## src/rtl/llc_issue_arbiter_pkg.sv

```systemverilog
// ============================================================================
// Module : llc_issue_arbiter_pkg
// Brief  : Shared source encodings and defaults for the LLC issue arbiter.
// Rev    : 1.0
// ============================================================================
`default_nettype none

package llc_issue_arbiter_pkg;

  typedef enum logic [2:0] {
    NONE   = 3'd0,
    RST    = 3'd1,
    RSP    = 3'd2,
    RESUME = 3'd3,
    REQ    = 3'd4,
    DMA    = 3'd5
  } issue_src_t;

  localparam int LLC_RSP_BURST_MAX = 4;
  localparam int LLC_BUSY_TIMEOUT  = 1024;

  // Bit positions in eligibility/winner vectors; position i encodes source i+1.
  localparam int c_IDX_RST    = 0;
  localparam int c_IDX_RSP    = 1;
  localparam int c_IDX_RESUME = 2;
  localparam int c_IDX_REQ    = 3;
  localparam int c_IDX_DMA    = 4;
  localparam int c_NSRC       = 5;

  function automatic issue_src_t onehot_to_src(input logic [c_NSRC-1:0] oh);
    issue_src_t s;
    s = NONE;
    for (int i = 0; i < c_NSRC; i++) begin
      if (oh[i]) s = issue_src_t'(3'(i + 1));
    end
    return s;
  endfunction

endpackage

`default_nettype wire

```

## src/rtl/llc_issue_prio_sel.sv

```systemverilog
// ============================================================================
// Module : llc_issue_prio_sel
// Brief  : Combinational winner select: rst > rsp > resume > req/dma round-robin.
// Rev    : 1.0
// ============================================================================
`default_nettype none

module llc_issue_prio_sel
  import llc_issue_arbiter_pkg::*;
(
  input  logic [c_NSRC-1:0] i_elig,
  input  logic              i_rr_dma,
  input  logic              i_rsp_skip,
  output logic [c_NSRC-1:0] o_winner
);

  always_comb begin
    o_winner = '0;
    if (i_elig[c_IDX_RST]) begin
      o_winner[c_IDX_RST] = 1'b1;
    end else if (i_elig[c_IDX_RSP] && !i_rsp_skip) begin
      o_winner[c_IDX_RSP] = 1'b1;
    end else if (i_elig[c_IDX_RESUME]) begin
      o_winner[c_IDX_RESUME] = 1'b1;
    end else if (i_elig[c_IDX_REQ] && i_elig[c_IDX_DMA]) begin
      // Pointer only matters when both contend.
      if (i_rr_dma) o_winner[c_IDX_DMA] = 1'b1;
      else          o_winner[c_IDX_REQ] = 1'b1;
    end else if (i_elig[c_IDX_REQ]) begin
      o_winner[c_IDX_REQ] = 1'b1;
    end else if (i_elig[c_IDX_DMA]) begin
      o_winner[c_IDX_DMA] = 1'b1;
    end
  end

endmodule

`default_nettype wire

```

## src/rtl/llc_issue_arbiter.sv

```systemverilog
// ============================================================================
// Module : llc_issue_arbiter
// Brief  : One-in-flight LLC issue scheduler with rsp burst limit and req/dma RR.
//          Optional grant statistics under LLC_ISSUE_ARB_STATS_EN.
// Rev    : 1.0
// ============================================================================
`default_nettype none

module llc_issue_arbiter
  import llc_issue_arbiter_pkg::*;
#(
  parameter int RSP_BURST_MAX = LLC_RSP_BURST_MAX,
  parameter int BUSY_TIMEOUT  = LLC_BUSY_TIMEOUT,
  parameter int SRC_W         = 3
)(
  input  logic             clk,
  input  logic             rst,
  input  logic             rst_tb_valid,
  output logic             rst_tb_ready,
  input  logic             rsp_valid,
  output logic             rsp_ready,
  input  logic             req_valid,
  output logic             req_ready,
  input  logic             dma_valid,
  output logic             dma_ready,
  input  logic             req_stalled_valid,
  input  logic             req_block,
  input  logic             dma_block,
  input  logic             core_ready,
  input  logic             core_done,
  output logic             issue_valid,
  output logic [SRC_W-1:0] issue_src,
  output logic             busy,
  output logic             hang
`ifdef LLC_ISSUE_ARB_STATS_EN
  ,
  input  logic             stat_clr,
  output logic [31:0]      stat_rsp,
  output logic [31:0]      stat_req,
  output logic [31:0]      stat_dma,
  output logic [31:0]      stat_resume
`endif
);

  localparam int c_CNT_W  = $clog2(RSP_BURST_MAX + 1);
  localparam int c_BUSY_W = $clog2(BUSY_TIMEOUT + 1);

  typedef enum logic [0:0] {
    ST_IDLE = 1'b0,
    ST_BUSY = 1'b1
  } state_t;

  state_t              r_state;
  logic [c_CNT_W-1:0]  r_rsp_cnt;
  logic [c_BUSY_W-1:0] r_busy_cnt;
  logic                r_rr_dma;
  logic                r_hang;

  logic [c_NSRC-1:0]   w_elig;
  logic [c_NSRC-1:0]   w_winner;
  logic                w_others;
  logic                w_skip;
  logic                w_grant;
  issue_src_t          w_src;

  assign w_elig[c_IDX_RST]    = rst_tb_valid;
  assign w_elig[c_IDX_RSP]    = rsp_valid;
  assign w_elig[c_IDX_RESUME] = req_stalled_valid;
  assign w_elig[c_IDX_REQ]    = req_valid & ~req_block & ~req_stalled_valid;
  assign w_elig[c_IDX_DMA]    = dma_valid & ~dma_block;

  assign w_others = w_elig[c_IDX_RESUME] | w_elig[c_IDX_REQ] | w_elig[c_IDX_DMA];
  assign w_skip   = (r_rsp_cnt == c_CNT_W'(RSP_BURST_MAX)) && w_others;

  llc_issue_prio_sel u_prio_sel (
    .i_elig     (w_elig),
    .i_rr_dma   (r_rr_dma),
    .i_rsp_skip (w_skip),
    .o_winner   (w_winner)
  );

  // Gated by rst so nothing is offered while reset is held.
  assign w_grant = (r_state == ST_IDLE) && core_ready && !rst && (|w_elig);
  assign w_src   = onehot_to_src(w_winner);

  assign rst_tb_ready = w_grant & w_winner[c_IDX_RST];
  assign rsp_ready    = w_grant & w_winner[c_IDX_RSP];
  assign req_ready    = w_grant & w_winner[c_IDX_REQ];
  assign dma_ready    = w_grant & w_winner[c_IDX_DMA];
  assign issue_valid  = w_grant;
  assign issue_src    = w_grant ? SRC_W'(w_src) : '0;
  assign busy         = (r_state == ST_BUSY);
  assign hang         = r_hang;

  always_ff @(posedge clk or posedge rst) begin
    if (rst) begin
      r_state    <= ST_IDLE;
      r_rsp_cnt  <= '0;
      r_busy_cnt <= '0;
      r_rr_dma   <= 1'b0;
      r_hang     <= 1'b0;
    end else begin
      case (r_state)
        ST_IDLE: begin
          if (w_grant) begin
            r_state    <= ST_BUSY;
            r_busy_cnt <= '0;
            // rst grants leave the burst count alone unless nothing else is waiting.
            if (!w_others) begin
              r_rsp_cnt <= '0;
            end else if (w_winner[c_IDX_RSP]) begin
              if (r_rsp_cnt != c_CNT_W'(RSP_BURST_MAX))
                r_rsp_cnt <= r_rsp_cnt + c_CNT_W'(1);
            end else if (!w_winner[c_IDX_RST]) begin
              r_rsp_cnt <= '0;
            end
            if (w_winner[c_IDX_REQ])      r_rr_dma <= 1'b1;
            else if (w_winner[c_IDX_DMA]) r_rr_dma <= 1'b0;
          end
        end
        ST_BUSY: begin
          if (r_busy_cnt != c_BUSY_W'(BUSY_TIMEOUT))
            r_busy_cnt <= r_busy_cnt + c_BUSY_W'(1);
          if (r_busy_cnt == c_BUSY_W'(BUSY_TIMEOUT - 1))
            r_hang <= 1'b1;
          if (core_done)
            r_state <= ST_IDLE;
        end
        default: r_state <= ST_IDLE;
      endcase
    end
  end

`ifdef LLC_ISSUE_ARB_STATS_EN
  logic [31:0] r_stat_rsp;
  logic [31:0] r_stat_req;
  logic [31:0] r_stat_dma;
  logic [31:0] r_stat_resume;

  always_ff @(posedge clk or posedge rst) begin
    if (rst) begin
      r_stat_rsp    <= '0;
      r_stat_req    <= '0;
      r_stat_dma    <= '0;
      r_stat_resume <= '0;
    end else if (stat_clr) begin
      r_stat_rsp    <= '0;
      r_stat_req    <= '0;
      r_stat_dma    <= '0;
      r_stat_resume <= '0;
    end else if (w_grant) begin
      if (w_winner[c_IDX_RSP])    r_stat_rsp    <= r_stat_rsp + 32'd1;
      if (w_winner[c_IDX_REQ])    r_stat_req    <= r_stat_req + 32'd1;
      if (w_winner[c_IDX_DMA])    r_stat_dma    <= r_stat_dma + 32'd1;
      if (w_winner[c_IDX_RESUME]) r_stat_resume <= r_stat_resume + 32'd1;
    end
  end

  assign stat_rsp    = r_stat_rsp;
  assign stat_req    = r_stat_req;
  assign stat_dma    = r_stat_dma;
  assign stat_resume = r_stat_resume;
`else
  // Statistics counters are not built in this configuration.
`endif

endmodule

`default_nettype wire

```

## config.mk

```make
export PLATFORM = sky130hd
export DESIGN_NAME = llc_issue_arbiter
export DESIGN_NICKNAME = d
export VERILOG_FILES = /design/src/rtl/llc_issue_arbiter_pkg.sv /design/src/rtl/llc_issue_prio_sel.sv /design/src/rtl/llc_issue_arbiter.sv
export SDC_FILE = /design/constraint.sdc
export NUM_CORES = 1
export LEC_CHECK = 0
export BUFFER_PORTS_ARGS = -buffer_cell sky130_fd_sc_hd__buf_4
export CAP_MARGIN = 25
export CORE_MARGIN = 2
export CORE_UTILIZATION = 30
export DETAILED_ROUTE_END_ITERATION = 10
export HOLD_SLACK_MARGIN = 0.02
export PLACE_DENSITY_LB_ADDON = 0.2
export SYNTH_ARGS = -nofsm -noshare
export SYNTH_HDL_FRONTEND = slang
export SYNTH_SLANG_ARGS = --single-unit
```

## constraint.sdc

```tcl
create_clock -name clk -period 2.15 [get_ports clk]
set_clock_uncertainty 0.2 [all_clocks]
set_input_delay 0.1075 -clock clk [delete_from_list [all_inputs] [get_ports clk]]
set_output_delay 0.1075 -clock clk [all_outputs]
set_load 0.01 [all_outputs]
```

## Word level (Yosys, flattened, before mapping)

Cells that the tools add are included.
W data, S select, Z words.

| word-level totals | value |
|---|---|
| logic and storage cells | 72 |
| register bits | 17 |

| cells by class | value |
|---|---|
| multiplexer cells | 30 |
| equality and inequality tests | 8 |
| bitwise logic cells | 13 |
| add/subtract/negate cells | 2 |
| reduce and logical (&&, ||, !) cells | 14 |

Operators with widths:

| operator | number |
|---|---|
| $mux W3 | 9 |
| $mux W11 | 2 |
| $pmux W11 S2 | 1 |
| $mux W1 | 13 |
| $add A11 B1 Y11 const B | 1 |
| $eq A11 B10 Y1 const B | 1 |
| $ne A11 B11 Y1 const B | 1 |
| $and A1 B1 Y1 | 7 |
| $logic_and A1 B1 Y1 | 6 |
| $mux W2 | 3 |
| $ne A3 B3 Y1 const B | 2 |
| $reduce_or A5 Y1 | 1 |
| $mux W4 | 1 |
| $not A1 Y1 | 4 |
| $reduce_and A2 Y1 | 2 |
| $reduce_and A4 Y1 | 1 |
| $add A3 B1 Y3 const B | 1 |
| $eq A3 B3 Y1 const B | 1 |
| $ne A3 B2 Y1 const B | 1 |
| $reduce_and A3 Y1 | 1 |
| $logic_not A1 Y1 | 2 |
| $ne A2 B1 Y1 const B | 1 |
| $ne A2 B2 Y1 const B | 1 |
| $or A1 B1 Y1 | 2 |
| other kinds (2) | 2 |

## Longest topological paths before layout

Gate-level depths: netlist of the first run.

| logic depth | value |
|---|---|
| word-level depth | 15 |
| gate-level depth with buffers | 7 |
| mapped depth without buffers | 7 |

## Cells and area by module

Synthesis of the first run repeated with hierarchy kept, for this count alone.

| unflattened totals | value |
|---|---|
| cells, all modules | 130 |
| area total of the unflattened synthesis | 1161.1 um2 |

Modules (own cells, without submodules):

| module | cells each | times used | area each (um2) | seq. area each (um2) |
|---|---|---|---|---|
| llc_issue_arbiter | 121 | 1 | 1092.3 | 425.4 |
| llc_issue_prio_sel | 9 | 1 | 68.8 | 0.0 |

## Worst setup path after synthesis of the first run

No wires, ideal clock.

| timing path | value |
|---|---|
| path type | register to output |
| start | register r_rsp_cnt[0] |
| end | output issue_src[1] |
| buffers on the path | 0 |
| stages on the path, launching flop included | 6 |
| required time | 1.842 ns |
| data arrival time | 1.885 ns |
| path slack | -0.042 ns |
| cell sequence | dfrtp_1 -> inv_1 -> ha_1 -> a21boi_0 -> nor2_1 -> a2111oi_0 |

| on the way | value |
|---|---|
| cells in the longest elaborated chain, start to end | 11 |
| elaborated cells between the ends (all ways) | 12 |

RTL lines:

| item | line | source |
|---|---|---|
| start: declaration | llc_issue_arbiter.sv:54 | `logic [c_CNT_W-1:0] r_rsp_cnt;` |
| start signal: assignment | llc_issue_arbiter.sv:113 | `r_rsp_cnt <= r_rsp_cnt + c_CNT_W'(1);` |
| $eq A3 B3 Y1 * | llc_issue_arbiter.sv:73 | `assign w_skip = (r_rsp_cnt == c_CNT_W'(RSP_BURST_MAX)) && w_others;` |
| $logic_and A1 B1 Y1 * | llc_issue_arbiter.sv:73 |  |
| $logic_not A1 Y1 * | llc_issue_prio_sel.sv:21 | `end else if (i_elig[c_IDX_RSP] && !i_rsp_skip) begin` |
| $logic_and A1 B1 Y1 * | llc_issue_prio_sel.sv:21 |  |
| $mux W1 | llc_issue_prio_sel.sv:21 |  |
| $mux W4 * | llc_issue_prio_sel.sv:19 | `if (i_elig[c_IDX_RST]) begin` |
| $mux W2 | llc_issue_arbiter_pkg.sv:34 | `if (oh[i]) s = issue_src_t'(3'(i + 1));` |
| $mux W3 (2 in a row) | llc_issue_arbiter_pkg.sv:34 |  |
| $mux W3 * | llc_issue_arbiter_pkg.sv:34 |  |
| $mux W3 * | llc_issue_arbiter.sv:91 | `assign issue_src = w_grant ? SRC_W'(w_src) : '0;` |
| end: declaration | llc_issue_arbiter.sv:32 | `output logic [SRC_W-1:0] issue_src,` |

Every way passes the cells marked *; elsewhere a longest branch is shown, timed or not.

## Worst setup path in the final report of the first run

| timing path | value |
|---|---|
| start | input rst |
| end | output issue_src[1] |

| on the way | value |
|---|---|
| cells in the longest elaborated chain, start to end | 4 |

RTL lines:

| item | line | source |
|---|---|---|
| start: declaration | llc_issue_arbiter.sv:17 | `input logic rst,` |
| $logic_not A1 Y1 (no source line) | - |  |
| $logic_and A1 B1 Y1 (2 in a row) | llc_issue_arbiter.sv:83 | `assign w_grant = (r_state == ST_IDLE) && core_ready && !rst && (\|w_elig);` |
| $mux W3 | llc_issue_arbiter.sv:91 |  |

No other way between the ends.

==> impl_results.md, run 1 <==
- H-tree depth: 1
- Distinct cell type count after synthesis: 44
- Most common cell in the netlist: dfrtp_1
- Startpoint Class: primary input
- Skew-Pair Late Insertion Delay: 0.28 ns
- Slew HR: 54.4%
- Worst-margin pin slew: 0.683 ns
- DRT iter0 DRCs: 43
- Ant. Diodes: 0
- Peak supply drop: 224 uV
- Tcrit/Tclk final: 97.6%
- First-pass GRT wire length: 4.48 mm
- CP delay by family, top: buffers and inverters
- Sequential fraction of the synthesis area: 38.8%
- Share of cells above drive strength 1: 32.7%
- Crit path capture: issue_src[1]
- Syn avg cell area: 9.21 um^2
- Slowest-stage cell, CP: dlygate4sd3_1
- Max-slew violation count: 0
- Max_cap viols: 0
- All-Layer GR Usage: 13.8%
- YS warnings: 0
- Syn_nets: 134
- Largest net degree at the start of global routing: 18
- Initial antenna violation count: 0
- RD Place Congestion: 0.741
- Total grt overflow: 0
- Main synth FF type: dfrtp_1
- Synth top cells by count: dfrtp_1, nor2_1, inv_1, nand2_1, nand3_1
- Yosys top cell by area: dfrtp_1
- # IOs: 21
- FF/Latch Area: 425 um^2
- RSZ-0062 raised after global routing: yes
- Fin util: 43.2%
- Post-DP HPWL: 2.01 mm
- CTS Buf Count: 3
- Leakage: 0.659 nW
- CTS Sinks: 17
- Post-DR wirelength/cell: 12.9 um
- Reg2Reg Depth: 5
- CP max FO: 7
- Reg2reg end: r_busy_cnt[2]
- Yosys top cell area share: 38.8%
- Nets@finish: 172
- Final min period: 2.10 ns
- Fin area: 1480 um^2
- PwrDens: 571 nW/um^2
- Vias: 1001
- CP endpoint kind: output port
- Number of global-route vias before repair: 992
- Critical path's largest stage delay: 0.54 ns
- Die Wd: 64.4 um
- DIE HEIGHT: 64.4 um
- Root Buffer: clkbuf_4
- Area after DPL: 1360 um^2
- Flop2flop setup slack: 0.08 ns
- Area Growth Syn to Fin: 34.7%
- Crit-path most repeated cell: buf_4
- I/O Buffers: 20
- Drt total wl: 2.61 mm
- Max Root-Sink Buffers: 2
- Placement Setup Slack: 0.00494 ns
- # DRC: 0
- Die area: 4150 um^2
- CTS tree: yes
- Via-to-Cell Ratio: 4.96
- Initial Util: 32.1%
- Post-route worst setup slack: 0.0516 ns
- Cell Area, Synth: 1100 um^2
- Core footprint: 3420 um^2
- Max Clock Freq: 477 MHz
- Fillers: 351
- Worst path required time: 1.84 ns
- Drt first pass iters: 4
- Number of enable flip-flop cells after synthesis: 0
- Setup Crit Path Kind: primary input to output port
- CP Buf/Inv Count: 4
- Top post-synthesis cells by area: dfrtp_1, ha_1, nor2_1
- # rows: 21
- Area of the multi-input gates: 649 um^2
- Total of flip-flops plus latches after synthesis: 17
- Fraction of registers with async set or reset after synthesis: 100%
- Status: completed
- Final Hold Vio Count: 0
- Worst reg2reg path startpoint: r_busy_cnt[7]
- CP Launch Point: rst
- Critical path depth in cells: 6
- Worst Hold Class: primary input to flip-flop
- Cell Chain, Critical Path: dlygate4sd3_1, buf_4, or3b_4, buf_4, a2111oi_2, buf_4
- Setup Viol. Count Final: 0
- DRT antenna net count: 0
- Clock slew at reported path FFs: 0.09 ns
- CP arrival: 1.79 ns
- Cell count after synthesis: 119
worst reg2reg max path, cell delays in order (launching register included):
cell and delay [ns]:
dfrtp_1 0.42, or4b_1 0.62, o41ai_4 0.30, buf_4 0.20, a2bb2oi_1 0.16, nor2_1 0.05
metal layers:
metal	vias up	GRT usage, %	share of wire, %
li1	504	-	-
met1	473	17.6	47
met2	22	22.9	49
met3	2	2.08	2.9
met4	0	6.38	1.1
met5	-	0	0
worst min path at each step:
stage / from / endpoint / slack [ns] / depth (start not counted)
2_1_floorplan: rst / busy / -0.17 / 1
3_3_place_gp: rst / r_rsp_cnt[1] / 0.06 / 2
3_5_place_dp: rst / r_rsp_cnt[1] / 0.07 / 2
4_1_cts: rsp_valid / r_rsp_cnt[0] / 0.05 / 4
5_1_grt: req_stalled_valid / r_rr_dma / 0.09 / 4
6_report: rsp_valid / r_rsp_cnt[0] / 0.06 / 4
cells in the final DEF (no fill, tap or decap), types with 4 or more instances in the layout:
master / n
nor3_1: 4
dfrtp_1: 17
dlygate4sd3_1: 4
inv_1: 8
nand4_1: 4
nand3_1: 6
buf_4: 33
ha_1: 4
a21oi_1: 4
nor2_1: 10
nand2_1: 6
report_power, final:
group	internal, mW	total [mW]	leakage [nW]	switching (mW)
clock	0.0720	0.167	0.0150	0.0953
combinational	0.147	0.285	0.413	0.138
sequential	0.356	0.390	0.230	0.0341
layout make-up:
type | count | area share (%)
flip-flops and latches | 17 | 28.8
repair buffers | 37 | 19.5
multi-input cells | 90 | 44.0
clock buffers | 4 | 1.78
well taps | 46 | 3.90
inverters | 8 | 2.03
through the flow:
stage,cells,hold slack [ns],power (mW),TNS (ns)
after CTS,199,0.0506,0.833,0
after global placement,190,0.0597,0.633,0
final,202,0.0593,0.843,0
after floorplan,119,-0.166,0.549,0
after global routing,202,0.0850,0.907,-0.00300
after detailed placement,190,0.0749,0.644,0
logic make-up after synthesis:
family                     synth area share (%)
and+or+nand+nor                            27.5
AOI/OAI and AO/OA                          18.3
DFF                                        38.8
buffers and inverters                      4.22
xor gates and xnor gates                   4.80
adders and majority gates                  4.57
muxes                                      1.83
sequential cells by signal, summed over array words and instances (netlist names):
signal	cells
hang	1
r_busy_cnt	11
r_rr_dma	1
r_rsp_cnt	3
busy	1
repair_timing:
action,in CTS,in global routing
resized for setup,5,3
pin swaps,2,1
setup endpoints to repair,5,6
endpoints found under the hold margin,21,0
hold buffers,4,0
setup buffers,1,3
Power figures use the tool's default switching activity.
==> run 2, diff against run 1 <==
--- a/config.mk
+++ b/config.mk
@@ -8,10 +8,11 @@
 export BUFFER_PORTS_ARGS = -buffer_cell sky130_fd_sc_hd__buf_4
 export CAP_MARGIN = 25
 export CORE_MARGIN = 2
-export CORE_UTILIZATION = 30
+export CORE_UTILIZATION = 48
 export DETAILED_ROUTE_END_ITERATION = 10
 export HOLD_SLACK_MARGIN = 0.02
 export PLACE_DENSITY_LB_ADDON = 0.2
+export SETUP_SLACK_MARGIN = 0.05
 export SYNTH_ARGS = -nofsm -noshare
 export SYNTH_HDL_FRONTEND = slang
 export SYNTH_SLANG_ARGS = --single-unit
==> impl_results.md, run 2 (synthesis gave the netlist of run 1 again) <==
- Status: completed
- Comb pwr share: 33.9%
- Hold path depth: 4
- Drt first pass iters: 4
- Setup Viol. Count Final: 0
- Ant. Diodes: 0
- Total grt overflow: 0
- Largest net degree at the start of global routing: 18
- CP max FO: 4
- Cell-internal power: 0.573 mW
- Sw Pwr: 0.285 mW
- Net Sw Frac: 33.2%
- H-tree depth: 1
- Commonest non-fill, non-tap cell in the layout: buf_4
- Root Buffer: clkbuf_4
- CP arrival: 1.71 ns
- Max Clock Freq: 495 MHz
- Via-to-Cell Ratio: 5.64
- I/O Buffers: 20
- Critical path's largest stage delay: 0.36 ns
- # rows: 17
- # DRC: 0
- Initial Util: 50.0%
- Slew HR: 56.5%
- Peak supply drop: 386 uV
- Reg with most FFs: r_busy_cnt
- CP endpoint kind: output port
- Drt total wl: 2.53 mm
- # placed instances: 172
- Fin util: 66.9%
- Die Wd: 51.8 um
- # IOs: 21
- Worst path required time: 1.84 ns
- DIE HEIGHT: 51.8 um
- Nets@finish: 172
- Number of global-route vias before repair: 936
- Slowest-stage cell, CP: dfrtp_1
- Sum Neg Setup Slack: 0 ns
- CTS tree: yes
- Regs by FF count: r_busy_cnt (11), r_rsp_cnt (3)
- Post-DR wirelength/cell: 13.8 um
- All-Layer GR Usage: 20.5%
- Die area: 2680 um^2
- Skew-Pair Late Insertion Delay: 0.30 ns
- Sequential share of power: 45.4%
- Largest register FFs: 11
- Final min period: 2.02 ns
- Max Root-Sink Buffers: 2
- Share of cells above drive strength 1: 34.6%
- Area Growth Syn to Fin: 33.7%
- Core footprint: 2190 um^2
- First-pass GRT wire length: 4.20 mm
- Startpoint Class: flip-flop
- Vias: 1038
- Reg2Reg Depth: 5
- Setup Crit Path Kind: flip-flop to output port
- Initial antenna violation count: 0
- RD Place Congestion: 0.793
- CTS Buf Count: 3
- Post-DP HPWL: 1.77 mm
- CTS Sinks: 17
- Commonest non-fill, non-tap cells in the layout: buf_4, dfrtp_1, nor2_1, inv_1
- Cell Chain, Critical Path: inv_1, ha_1, a21boi_2, nor2_2, a2111oi_2, buf_4
- PwrDens: 586 nW/um^2
- RSZ-0062 raised after global routing: no
- DRT antenna net count: 0
- Max-slew violation count: 0
- Tcrit/Tclk final: 93.9%
- Clk pwr share: 20.7%
- Worst-margin pin slew: 0.651 ns
- Final Hold Vio Count: 0
- Fin cells: 184
- Worst Hold Class: primary input to flip-flop
- Leakage: 0.666 nW
- Clock slew at reported path FFs: 0.10 ns
- Max_cap viols: 0
- DRT iter0 DRCs: 14
[run 2: cell types whose count changed in the layout (fill, tap and decap cells not counted), sizes merged]
cell	change
buf	+1
clkbuf	-1
clkinv	+1
dlygate4sd3	-1
[run 2: per-layer routing]
metal | GRT usage [%] | routed length [um] | vias up
met3 | 5.17 | 92 | 7
met4 | 1.32 | 29 | 0
met1 | 27.6 | 1120 | 504
met2 | 34.6 | 1290 | 23
li1 | - | - | 504
met5 | 0 | 0 | -
[run 2: power groups by stage]
stage | clock [mW] | sequential, mW | combinational, mW
final | 0.178 | 0.389 | 0.291
after global routing | 0.199 | 0.394 | 0.322
after CTS | 0.182 | 0.388 | 0.273
after detailed placement | 0 | 0.396 | 0.244
after global placement | 0 | 0.394 | 0.236
after floorplan | 0 | 0.396 | 0.153
[run 2: final cells by class]
type | instances | area (um^2)
Fill cell | 163 | 726
Multi-Input combinational cell | 90 | 658
Sequential cell | 17 | 425
Timing Repair Buffer | 37 | 289
Tap cell | 28 | 35.0
Inverter | 8 | 30.0
Clock buffer | 3 | 22.5
Clock inverter | 1 | 5.00
[run 2: what timing repair did]
item / CTS / global route
setup buffers: 3 / 2
gates resized for setup: 4 / 7
endpoints found under the setup margin: 7 / 10
hold buffers: 3 / 0
pin swaps: 1 / 2
hold endpoints to repair: 20 / 0
[run 2: worst max-delay path: cells and delay by family (launching register included)]
kind,cells,cell delay [ns]
AO/OA/AOI/OAI,2,0.48
AND/OR/NAND/NOR,1,0.08
buffers and inverters,2,0.26
flip-flops,1,0.36
adder cells (fa/ha/maj),1,0.23
[run 2: metrics by stage]
step / hold WS, ns / power [mW] / worst slack (ns) / area, um^2
floorplan: -0.166 / 0.549 / 0.0641 / 1100
global placement: 0.0460 / 0.630 / 0.0896 / 1330
detailed placement: 0.0631 / 0.640 / 0.0458 / 1330
CTS: 0.0253 / 0.843 / 0.0319 / 1430
global route: 0.0503 / 0.915 / 0.0433 / 1470
finish: 0.0179 / 0.858 / 0.132 / 1470
[run 2: final timing paths]
kind	slack (ns)	endpoint	startpoint
max	0.13	issue_src[1]	r_rsp_cnt[0]
min	0.02	r_rr_dma	req_block
max reg2reg	0.14	r_busy_cnt[2]	r_busy_cnt[7]
min reg2reg	0.29	hang	hang
max in group asynchronous	1.08	r_busy_cnt[6]	rst
min in group asynchronous	0.26	r_rsp_cnt[1]	rst
==> run 3, diff against run 2 <==
--- a/config.mk
+++ b/config.mk
@@ -8,7 +8,7 @@
 export BUFFER_PORTS_ARGS = -buffer_cell sky130_fd_sc_hd__buf_4
 export CAP_MARGIN = 25
 export CORE_MARGIN = 2
-export CORE_UTILIZATION = 48
+export CORE_UTILIZATION = 58
 export DETAILED_ROUTE_END_ITERATION = 10
 export HOLD_SLACK_MARGIN = 0.02
 export PLACE_DENSITY_LB_ADDON = 0.2
==> constraint.sdc (replaced) <==
create_clock -name clk -period 2.4 [get_ports clk]
set_clock_uncertainty 0.2 [all_clocks]
set_input_delay 0.12 -clock clk [delete_from_list [all_inputs] [get_ports clk]]
set_output_delay 0.12 -clock clk [all_outputs]
set_load 0.01 [all_outputs]
==> impl_results.md, run 3 (synthesis gave the netlist of run 1 again) <==
- CTS tree: yes
- First-pass GRT wire length: 3.97 mm
- Commonest non-fill, non-tap cell in the layout: buf_4
- CP max FO: 10
- Leakage: 0.616 nW
- Die Wd: 47.5 um
- CP arrival: 1.97 ns
- Clock slew at reported path FFs: 0.11 ns
- DIE HEIGHT: 47.5 um
- Reg with most FFs: r_busy_cnt
- # rows: 15
- Startpoint Class: primary input
- Regs by FF count: r_busy_cnt (11), r_rsp_cnt (3)
- Worst Hold Class: primary input to flip-flop
- Final hold slack: 0.0521 ns
- Total grt overflow: 0
- Vias: 1012
- Share of cells above drive strength 1: 27.7%
- CTS Buf Count: 3
- Worst path required time: 2.08 ns
- Tcrit/Tclk final: 95.6%
- Slew HR: 55.3%
- Final min period: 2.29 ns
- Commonest non-fill, non-tap cells in the layout: buf_4, dfrtp_1, nor2_1, inv_1
- DRT iter0 DRCs: 10
- Core footprint: 1750 um^2
- PwrDens: 521 nW/um^2
- Comb pwr share: 28.2%
- Post-DP HPWL: 1.67 mm
- Max-slew violation count: 0
- Largest register FFs: 11
- Fillers: 129
- All-Layer GR Usage: 25.9%
- Max_cap viols: 0
- I/O Buffers: 20
- H-tree depth: 1
- Max Root-Sink Buffers: 2
- Net Sw Frac: 33.2%
- RD Place Congestion: 0.807
- Drt total wl: 2.40 mm
- Post-DR wirelength/cell: 13.9 um
- # DRC: 0
- Reg2Reg Depth: 6
- Sw Pwr: 0.239 mW
- CTS Sinks: 17
- Cell-internal power: 0.481 mW
- Status: completed
- Worst-margin pin slew: 0.669 ns
- Nets@finish: 164
- Via-to-Cell Ratio: 5.85
- Final Hold Vio Count: 0
- Fin util: 79.2%
- Initial Util: 62.8%
- Routed met1 length: 1.01 mm
- Ant. Diodes: 0
- Root Buffer: clkbuf_4
- Met2 Wirelength: 1.23 mm
- Setup Crit Path Kind: primary input to output port
- Clk pwr share: 22.0%
- Number of global-route vias before repair: 914
- DR top layer: met4
- RSZ-0062 raised after global routing: yes
- # IOs: 21
- Hold path depth: 4
- Met3 WL post-DR: 109 um
- Initial antenna violation count: 0
- Area Growth Syn to Fin: 26.1%
- Peak supply drop: 383 uV
- Total power: 0.720 mW
- Sequential share of power: 49.8%
- Die area: 2250 um^2
- DRT antenna net count: 0
- CP endpoint kind: output port
- Sum Neg Setup Slack: 0 ns
- Setup Viol. Count Final: 0
- Drt first pass iters: 4
- Skew-Pair Late Insertion Delay: 0.30 ns
- Max Clock Freq: 436 MHz
- Largest net degree at the start of global routing: 18
## run 3: changes by cell type in the layout (fill, tap and decap cells not counted), sizes merged
cell and delta:
buf -10, dlygate4sd3 +2
## run 3: per-layer routing
layer | global-route usage [%] | up-vias
met4 | 13.3 | 0
met3 | 8.68 | 8
li1 | - | 494
met1 | 28.1 | 479
met2 | 44.6 | 31
met5 | 0 | -
## run 3: what timing repair did
item,in CTS,in global routing
pin swaps,0,1
setup endpoints to repair,1,5
endpoints found under the hold margin,21,0
resized for setup,1,4
hold buffers,5,0
buffers inserted,0,0
## run 3: worst max-delay path, stage by stage
cell and delay (ns):
dlygate4sd3_1 0.54, buf_4 0.14, or3b_2 0.59, nor2_4 0.19
nand3_1 0.10, a21oi_1 0.15, buf_4 0.14
## run 3: final timing paths
path                                from            end  slack, ns
setup / recovery                     rst      req_ready       0.11
setup reg to reg           r_busy_cnt[1]  r_busy_cnt[9]       0.23
max in group asynchronous            rst  r_busy_cnt[9]       1.28
min in group asynchronous            rst   r_rsp_cnt[1]       0.28
hold reg to reg                     hang           hang       0.29
hold / removal                 rsp_valid   r_rsp_cnt[0]       0.05
## run 3: area by class of cell
type / count / area (um^2) / area share, %
tap: 25 / 31.3 / 2.26
timing repair buffer: 29 / 230 / 16.7
clock inverter: 1 / 5.00 / 0.362
clock buffer: 3 / 22.5 / 1.63
inverter: 8 / 30.0 / 2.17
multi-input combinational: 90 / 638 / 46.2
sequential: 17 / 425 / 30.8
## run 3: power by group through the flow
| stage | logic (mW) | registers [mW] | clock network, mW |
|---|---|---|---|
| 2_1_floorplan | 0.137 | 0.355 | 0 |
| 3_3_place_gp | 0.184 | 0.360 | 0 |
| 3_5_place_dp | 0.192 | 0.363 | 0 |
| 4_1_cts | 0.200 | 0.358 | 0.163 |
| 5_1_grt | 0.227 | 0.363 | 0.178 |
| 6_report | 0.203 | 0.358 | 0.159 |
## run 3: metrics by stage
step           cells  worst slack (ns)  cell area [um^2]
6_report         173             0.106              1380
5_1_grt          173          -0.00207              1380
4_1_cts          173            0.0779              1370
3_5_place_dp     164             0.193              1290
3_3_place_gp     164             0.263              1290
2_1_floorplan    119             0.195              1100
